### config.mk
export PLATFORM = sky130hd
export DESIGN_NAME = alu_exec_pipe
export DESIGN_NICKNAME = d
export VERILOG_FILES = /design/src/rtl/alu_exec_pipe.sv
export SDC_FILE = /design/constraint.sdc
export NUM_CORES = 1
export LEC_CHECK = 0
export BUFFER_PORTS_ARGS = -buffer_cell sky130_fd_sc_hd__buf_4
export CORE_MARGIN = 2
export CORE_UTILIZATION = 63
export CTS_CLUSTER_DIAMETER = 50
export DETAILED_ROUTE_END_ITERATION = 12
export PLACE_DENSITY_LB_ADDON = 0.1
export SLEW_MARGIN = 40
export SYNTH_ARGS = -nofsm -noshare
export SYNTH_HDL_FRONTEND = slang
export SYNTH_SLANG_ARGS = --single-unit
### constraint.sdc
create_clock -name clk -period 7.9 [get_ports clk]
set_input_delay 0.79 -clock clk [delete_from_list [all_inputs] [get_ports clk]]
set_output_delay 0.79 -clock clk [all_outputs]
set_load 0.03 [all_outputs]
### src/rtl/alu_exec_pipe.sv
// alu_exec_pipe: registered execute stage with sticky condition codes.
//
// Accepts one operation per valid/ready handshake, registers the result with
// its destination tag and opcode, and updates the sticky {C, N, Z} flags.
// SHR_MODE selects a single-cycle barrel shifter (0) or an iterative
// one-bit-per-cycle shifter (1).
//
// Ports:
//   clk, rst_n          clock, synchronous active-low reset
//   in_valid/in_ready   input handshake
//   in_op, in_a, in_b   opcode and operands (in_b is the shift amount for SHR)
//   in_tag              destination register index, carried unchanged
//   out_valid/out_ready output handshake
//   out_result, out_tag, out_op  registered result, tag and opcode
//   cc                  sticky condition codes {C, N, Z}
module alu_exec_pipe #(
    parameter int WIDTH    = 16,
    parameter int TAG_W    = 6,
    parameter int SHR_MODE = 0
) (
    input  logic             clk,
    input  logic             rst_n,
    input  logic             in_valid,
    output logic             in_ready,
    input  logic [3:0]       in_op,
    input  logic [WIDTH-1:0] in_a,
    input  logic [WIDTH-1:0] in_b,
    input  logic [TAG_W-1:0] in_tag,
    output logic             out_valid,
    input  logic             out_ready,
    output logic [WIDTH-1:0] out_result,
    output logic [TAG_W-1:0] out_tag,
    output logic [3:0]       out_op,
    output logic [2:0]       cc
);

    localparam logic [3:0] OP_ADD = 4'd1;
    localparam logic [3:0] OP_AND = 4'd2;
    localparam logic [3:0] OP_ANY = 4'd3;
    localparam logic [3:0] OP_OR  = 4'd4;
    localparam logic [3:0] OP_SHR = 4'd5;
    localparam logic [3:0] OP_XOR = 4'd6;

    localparam int               CNT_W   = $clog2(WIDTH + 1);
    localparam logic [WIDTH-1:0] WIDTH_V = WIDTH'(WIDTH);

    typedef enum logic {IDLE, SHIFT} state_e;

    state_e             state_q, state_d;
    logic [CNT_W-1:0]   cnt_q, cnt_d;
    logic [WIDTH-1:0]   sh_q, sh_d;
    logic [TAG_W-1:0]   pend_tag_q, pend_tag_d;
    logic               out_valid_q, out_valid_d;
    logic [WIDTH-1:0]   out_result_q, out_result_d;
    logic [TAG_W-1:0]   out_tag_q, out_tag_d;
    logic [3:0]         out_op_q, out_op_d;
    logic [2:0]         cc_q, cc_d;

    logic [WIDTH:0]     sum;
    logic [WIDTH-1:0]   shr_res;
    logic [CNT_W-1:0]   shr_n;
    logic [WIDTH-1:0]   alu_res;
    logic               alu_c;
    logic [WIDTH-1:0]   sh_step;
    logic               out_free;
    logic               accept;
    logic               load;
    logic [WIDTH-1:0]   ld_res;
    logic [TAG_W-1:0]   ld_tag;
    logic [3:0]         ld_op;
    logic               ld_c;
    logic               ld_upd;

    assign sum = {1'b0, in_a} + {1'b0, in_b};

    // SHR keeps the operand MSB in place and shifts only the bits below it,
    // so an oversized amount leaves {a[MSB], zeros}.
    assign sh_step = {sh_q[WIDTH-1], 1'b0, sh_q[WIDTH-2:1]};

    // NOTE: every variable assigned in an always_comb gets a default first, so
    // no path can leave it unassigned and infer a latch.
    always_comb begin
        shr_res            = '0;
        shr_res[WIDTH-1]   = in_a[WIDTH-1];
        shr_n              = CNT_W'(WIDTH);
        if (in_b < WIDTH_V) begin
            shr_res[WIDTH-2:0] = in_a[WIDTH-2:0] >> in_b;
            shr_n              = in_b[CNT_W-1:0];
        end
    end

    always_comb begin
        alu_res = in_a;
        alu_c   = 1'b0;
        case (in_op)
            OP_ADD:  {alu_c, alu_res} = sum;
            OP_AND:  alu_res = in_a & in_b;
            OP_ANY:  alu_res = (in_a != '0) ? WIDTH'(1) : '0;
            OP_OR:   alu_res = in_a | in_b;
            OP_SHR:  alu_res = shr_res;
            OP_XOR:  alu_res = in_a ^ in_b;
            default: alu_res = in_a;
        endcase
    end

    always_comb begin
        out_free     = !out_valid_q || out_ready;
        in_ready     = rst_n && (state_q == IDLE) && out_free;
        accept       = in_valid && in_ready;

        state_d      = state_q;
        cnt_d        = cnt_q;
        sh_d         = sh_q;
        pend_tag_d   = pend_tag_q;
        out_valid_d  = out_valid_q && !out_ready;
        out_result_d = out_result_q;
        out_tag_d    = out_tag_q;
        out_op_d     = out_op_q;
        cc_d         = cc_q;

        load   = 1'b0;
        ld_res = alu_res;
        ld_tag = in_tag;
        ld_op  = in_op;
        ld_c   = alu_c;
        ld_upd = (in_op >= OP_ADD) && (in_op <= OP_XOR);

        case (state_q)
            IDLE: begin
                if (accept) begin
                    if ((SHR_MODE == 1) && (in_op == OP_SHR) && (shr_n != '0)) begin
                        state_d    = SHIFT;
                        sh_d       = in_a;
                        cnt_d      = shr_n;
                        pend_tag_d = in_tag;
                    end else begin
                        load = 1'b1;
                    end
                end
            end
            SHIFT: begin
                if (cnt_q != '0) begin
                    sh_d  = sh_step;
                    cnt_d = cnt_q - CNT_W'(1);
                end
                // The last shift step feeds the output directly; if the output
                // is still occupied the finished value parks with the count at 0.
                if ((cnt_q <= CNT_W'(1)) && out_free) begin
                    load    = 1'b1;
                    ld_res  = (cnt_q != '0) ? sh_step : sh_q;
                    ld_tag  = pend_tag_q;
                    ld_op   = OP_SHR;
                    ld_c    = 1'b0;
                    ld_upd  = 1'b1;
                    state_d = IDLE;
                end
            end
            default: state_d = IDLE;
        endcase

        if (load) begin
            out_valid_d  = 1'b1;
            out_result_d = ld_res;
            out_tag_d    = ld_tag;
            out_op_d     = ld_op;
            if (ld_upd) begin
                cc_d = {ld_c, ld_res[WIDTH-1], (ld_res == '0)};
            end
        end
    end

    // NOTE: sequential state uses non-blocking assignments so every flop
    // samples the pre-edge values regardless of statement order.
    always_ff @(posedge clk) begin
        if (!rst_n) begin
            state_q      <= IDLE;
            cnt_q        <= '0;
            out_valid_q  <= 1'b0;
            out_result_q <= '0;
            out_tag_q    <= '0;
            out_op_q     <= '0;
            cc_q         <= '0;
        end else begin
            state_q      <= state_d;
            cnt_q        <= cnt_d;
            out_valid_q  <= out_valid_d;
            out_result_q <= out_result_d;
            out_tag_q    <= out_tag_d;
            out_op_q     <= out_op_d;
            cc_q         <= cc_d;
        end
    end

    // NOTE: the shift register and pending tag are pure datapath, always
    // loaded before they are read, so they carry no reset.
    always_ff @(posedge clk) begin
        sh_q       <= sh_d;
        pend_tag_q <= pend_tag_d;
    end

    assign out_valid  = out_valid_q;
    assign out_result = out_result_q;
    assign out_tag    = out_tag_q;
    assign out_op     = out_op_q;
    assign cc         = cc_q;

endmodule

==> results by group <==
Clock tree
  – TritonCTS clock tree: yes
  – Worst-Skew Late Latency: roughly 0.31 ns
  – CTS Hold Bufs: 0
  – Worst-case clock buffer depth: 2
  – CTS buffer count: 5
  – Worst-path clk slew: about 0.090 ns
  – H-Tree Depth: 2
  – Post-cts sizing count: 0
  – Post-CTS Setup Bufs: 0
  – CTS root buffer: clkbuf_8
  – Clock Sinks: 51

Synth
  – Number of synthesized flops with an enable pin: 15
  – #FFs+latches synth: between 50 and 60
  – Syn Std Cell Area: about 0.0048 sq mm
  – Syn Area/Cell: 8.30 sq um
  – Async SR Flop Fraction: 0%
  – Syn Nets: roughly 660
  – Main synth FF type: dfxtp_1
  – Area share of the largest cell type after synthesis: approximately 15%
  – Post-synth top area cell: dfxtp_1
  – Synth unique cells: between 70 and 80
  – Top post-synthesis cells by area: dfxtp_1 15%, edfxtp_1 9.4%, ha_1 8.9%
  – Syn. warnings: 0
  – Post-synthesis sequential area ratio: 24.4%
  – Mapped Cells: 578

Timing
  – Worst-Margin Slew: between 0.7 and 0.8 ns
  – RSZ-0062 raised after global routing: no
  – Setup TNS: 0 ns
  – Slew HR: ~47%
  – Pins Over Slew Limit: 0
  – Skew final: 0.00918 ns
  – Final setup viols: 0
  – Crit share post-route: approximately 46%
  – Endpoints failing hold: 0
  – Max Clock Freq: approximately 0.28 GHz
  – Fin crit period: ~3.6 ns

Die
  – DIE HEIGHT: 91.2 um
  – Starting Density: around two thirds
  – Die W: 91.2 um
  – Die ar.: 0.00832 sq mm
  – Site row count: 31
  – # IOs: 77
  – Core Region: about 0.0073 sq mm

Power
  – Peak supply drop: 0.129 mV
  – Leak: ~2.2 nW
  – Cell area power density: roughly 120 mW/mm^2
  – Sw power: ~230 uW
  – Clock Power Share: ~23%
  – Sequential power share: approximately two fifths
  – Switch share: a little over a third
  – P_int: around 430 uW
  – Logic gate share of total power: 35.6%

Worst setup path
  – Top cell family by delay on the critical path: compound AO/OA/AOI/OAI gates
  – Worst-case reg-to-reg path depth: 9
  – Critical path class: in -> reg
  – Most frequent CP cell: o21ai_1
  – Crit-path max cell delay: around 0.50 ns
  – Critical Path Source Type: primary input
  – Worst EP required: ~8.2 ns
  – Crit path depth: 12
  – Max FO, Critical Path: 13
  – R2R Path End: cc[0]
  – Crit path launch: in_b[0]
  – CP endpoint kind: register
  – Buffer and inverter count on the worst path: 1
  – R2r setup slk: between 5 and 6 ns
  – Critical path cell sequence: buf_4 -> ha_1 -> fa_1 -> a211oi_2 -> o21ai_1 -> a2111oi_2 -> o31ai_1 -> xnor2_1 -> o21ai_1 -> o21a_1 -> nor3_1 -> a31o_1
  – Worst setup endpoint: cc[0]
  – Reg-to-Reg Start: cnt_q[2]
  – Slowest cell on crit path: a2111oi_2
  – Critical Path AT: a little under 4 ns

Global route
  – Pin count of the biggest net entering global routing: 34
  – GRT Overall Usage: 34.6%
  – Initial antenna violation count: 0
  – Vias in the first global route: 4405
  – First-pass GRT wire length: about 23 mm
  – Grt ovf: 0

Finish
  – Final design area excluding fillers: between 0.005 and 0.006 sq mm
  – Ant diodes: 0
  – Post-Layout Cell Count: 730
  – Fill cells: 567
  – Synth-to-Final Area Change: 13.3%
  – Commonest non-fill, non-tap cell in the layout: buf_4
  – Layout cells sized above 1: a little over a fifth
  – Most frequent cells in the layout: 80 x buf_4, 72 x nand2_1, 43 x nor2_1
  – Fin util: around three quarters
  – # nets final: 711

Place
  – PortBufs: between 70 and 80
  – Routability cong.: 0.996
  – Post-Place Cells: 722
  – DP HPWL: about 11 mm
  – Placed instance area: between 0.005 and 0.006 sq mm

Worst hold path
  – Min-Delay Path Class: reg -> reg
  – Hold_sp: cnt_q[4]

Detailed routing
  – DRT Wirelength: approximately 14 mm
  – Detailed-route via count: roughly 4800
  – Vias/cell: between 6 and 7
  – # DRC: 0
  – Number of DRC markers in iteration 0: between 400 and 500
  – Routed WL per cell: 19.8 um
  – TritonRoute pass-1 iters: 5
  – Final antenna-violating net count: 0

Run status
  – Status: finished, final reports clean

Run
  – Number of max-cap violations: 0
-- sequential cells by signal, summed over array words and instances, names as in the netlist --
signal,count
cc,3
cnt_q,5
out_op,4
out_result,16
out_tag,6
out_valid,1
sh_q,15
state_q,1
-- metrics by stage --
| stage | setup WS (ns) | hold slack [ns] | total power, mW |
|---|---|---|---|
| after detailed placement | 4.08 | 0.450 | 0.513 |
| after global placement | 4.20 | 0.443 | 0.509 |
| final | 4.28 | 0.461 | 0.666 |
| after floorplan | 4.78 | 0.439 | 0.439 |
| after global routing | 4.01 | 0.475 | 0.694 |
| after CTS | 4.39 | 0.462 | 0.659 |
-- worst min-delay path by stage --
stage                     slack, ns       end  cells after the start
after detailed placement       0.45  cnt_q[4]                      1
final                          0.46  cnt_q[4]                      1
after global placement         0.44  cnt_q[4]                      1
after global routing           0.47  cnt_q[4]                      1
after CTS                      0.46  cnt_q[4]                      1
after floorplan                0.44  cnt_q[4]                      1
-- kinds of logic after synthesis --
family	Yosys count	share of synthesized area (%)
AOI/OAI and AO/OA	162	23.2
xor gates and xnor gates	9	1.64
adders and majority gates	35	9.29
buffers and inverters	76	7.15
DFF	51	24.4
muxes	51	13.9
and+or+nand+nor	194	20.3
-- cell type report --
type	instances	area, sq um	area share, %
clock buffers	6	72.6	1.34
clock inverters	2	11.3	0.207
inverters	41	154	2.83
multi-input cells	451	3300	60.7
flip-flops and latches	51	1170	21.6
well taps	99	124	2.28
repair buffers	80	601	11.1
-- cells in the mapped netlist, types with 4 or more instances --
cell       n
a211oi_1   6
a21boi_0  22
a21oi_1   37
a22oi_1    7
a31oi_1   10
and2_1     7
and3_1     4
buf_2      7
buf_6      6
clkbuf_1  21
dfxtp_1   36
edfxtp_1  15
ha_1      34
inv_1     38
mux2_2    18
mux2_4     4
mux2i_1   18
mux4_2     9
nand2_1   72
nand3_1    7
nand4_1    4
nor2_1    43
nor2b_1    4
nor3_1    12
nor4_1     9
nor4b_1    4
nor4bb_1   4
o211ai_1   9
o21a_1     6
o21ai_0   22
o21ai_1    5
o21bai_1   4
or3_1      4
xnor2_1    5
xor2_1     4
-- layer usage --
layer | wire length (um) | up-vias | global-route usage (%)
li1 | - | 2226 | -
met1 | 6130 | 2265 | 48.5
met2 | 6490 | 287 | 54.9
met3 | 1410 | 40 | 6.22
met4 | 391 | 0 | 9.72
met5 | 0 | - | 0
-- worst reg2reg max path: stages, from the launching register on --
cell and delay (ns):
dfxtp_1 0.36, nor3_2 0.30, and2_1 0.63, mux2_2 0.42, nor2_1 0.12, a31oi_1 0.10
nor4_2 0.32, nand4_1 0.14, nor4_2 0.21, a31o_1 0.17
-- power groups by stage --
stage | Combinational, mW | Clock (mW) | Sequential (mW)
floorplan | 0.141 | 0 | 0.298
CTS | 0.230 | 0.150 | 0.278
global placement | 0.225 | 0 | 0.284
finish | 0.237 | 0.151 | 0.278
detailed placement | 0.229 | 0 | 0.284
global route | 0.255 | 0.160 | 0.279
(Power assumes the default switching activity.)
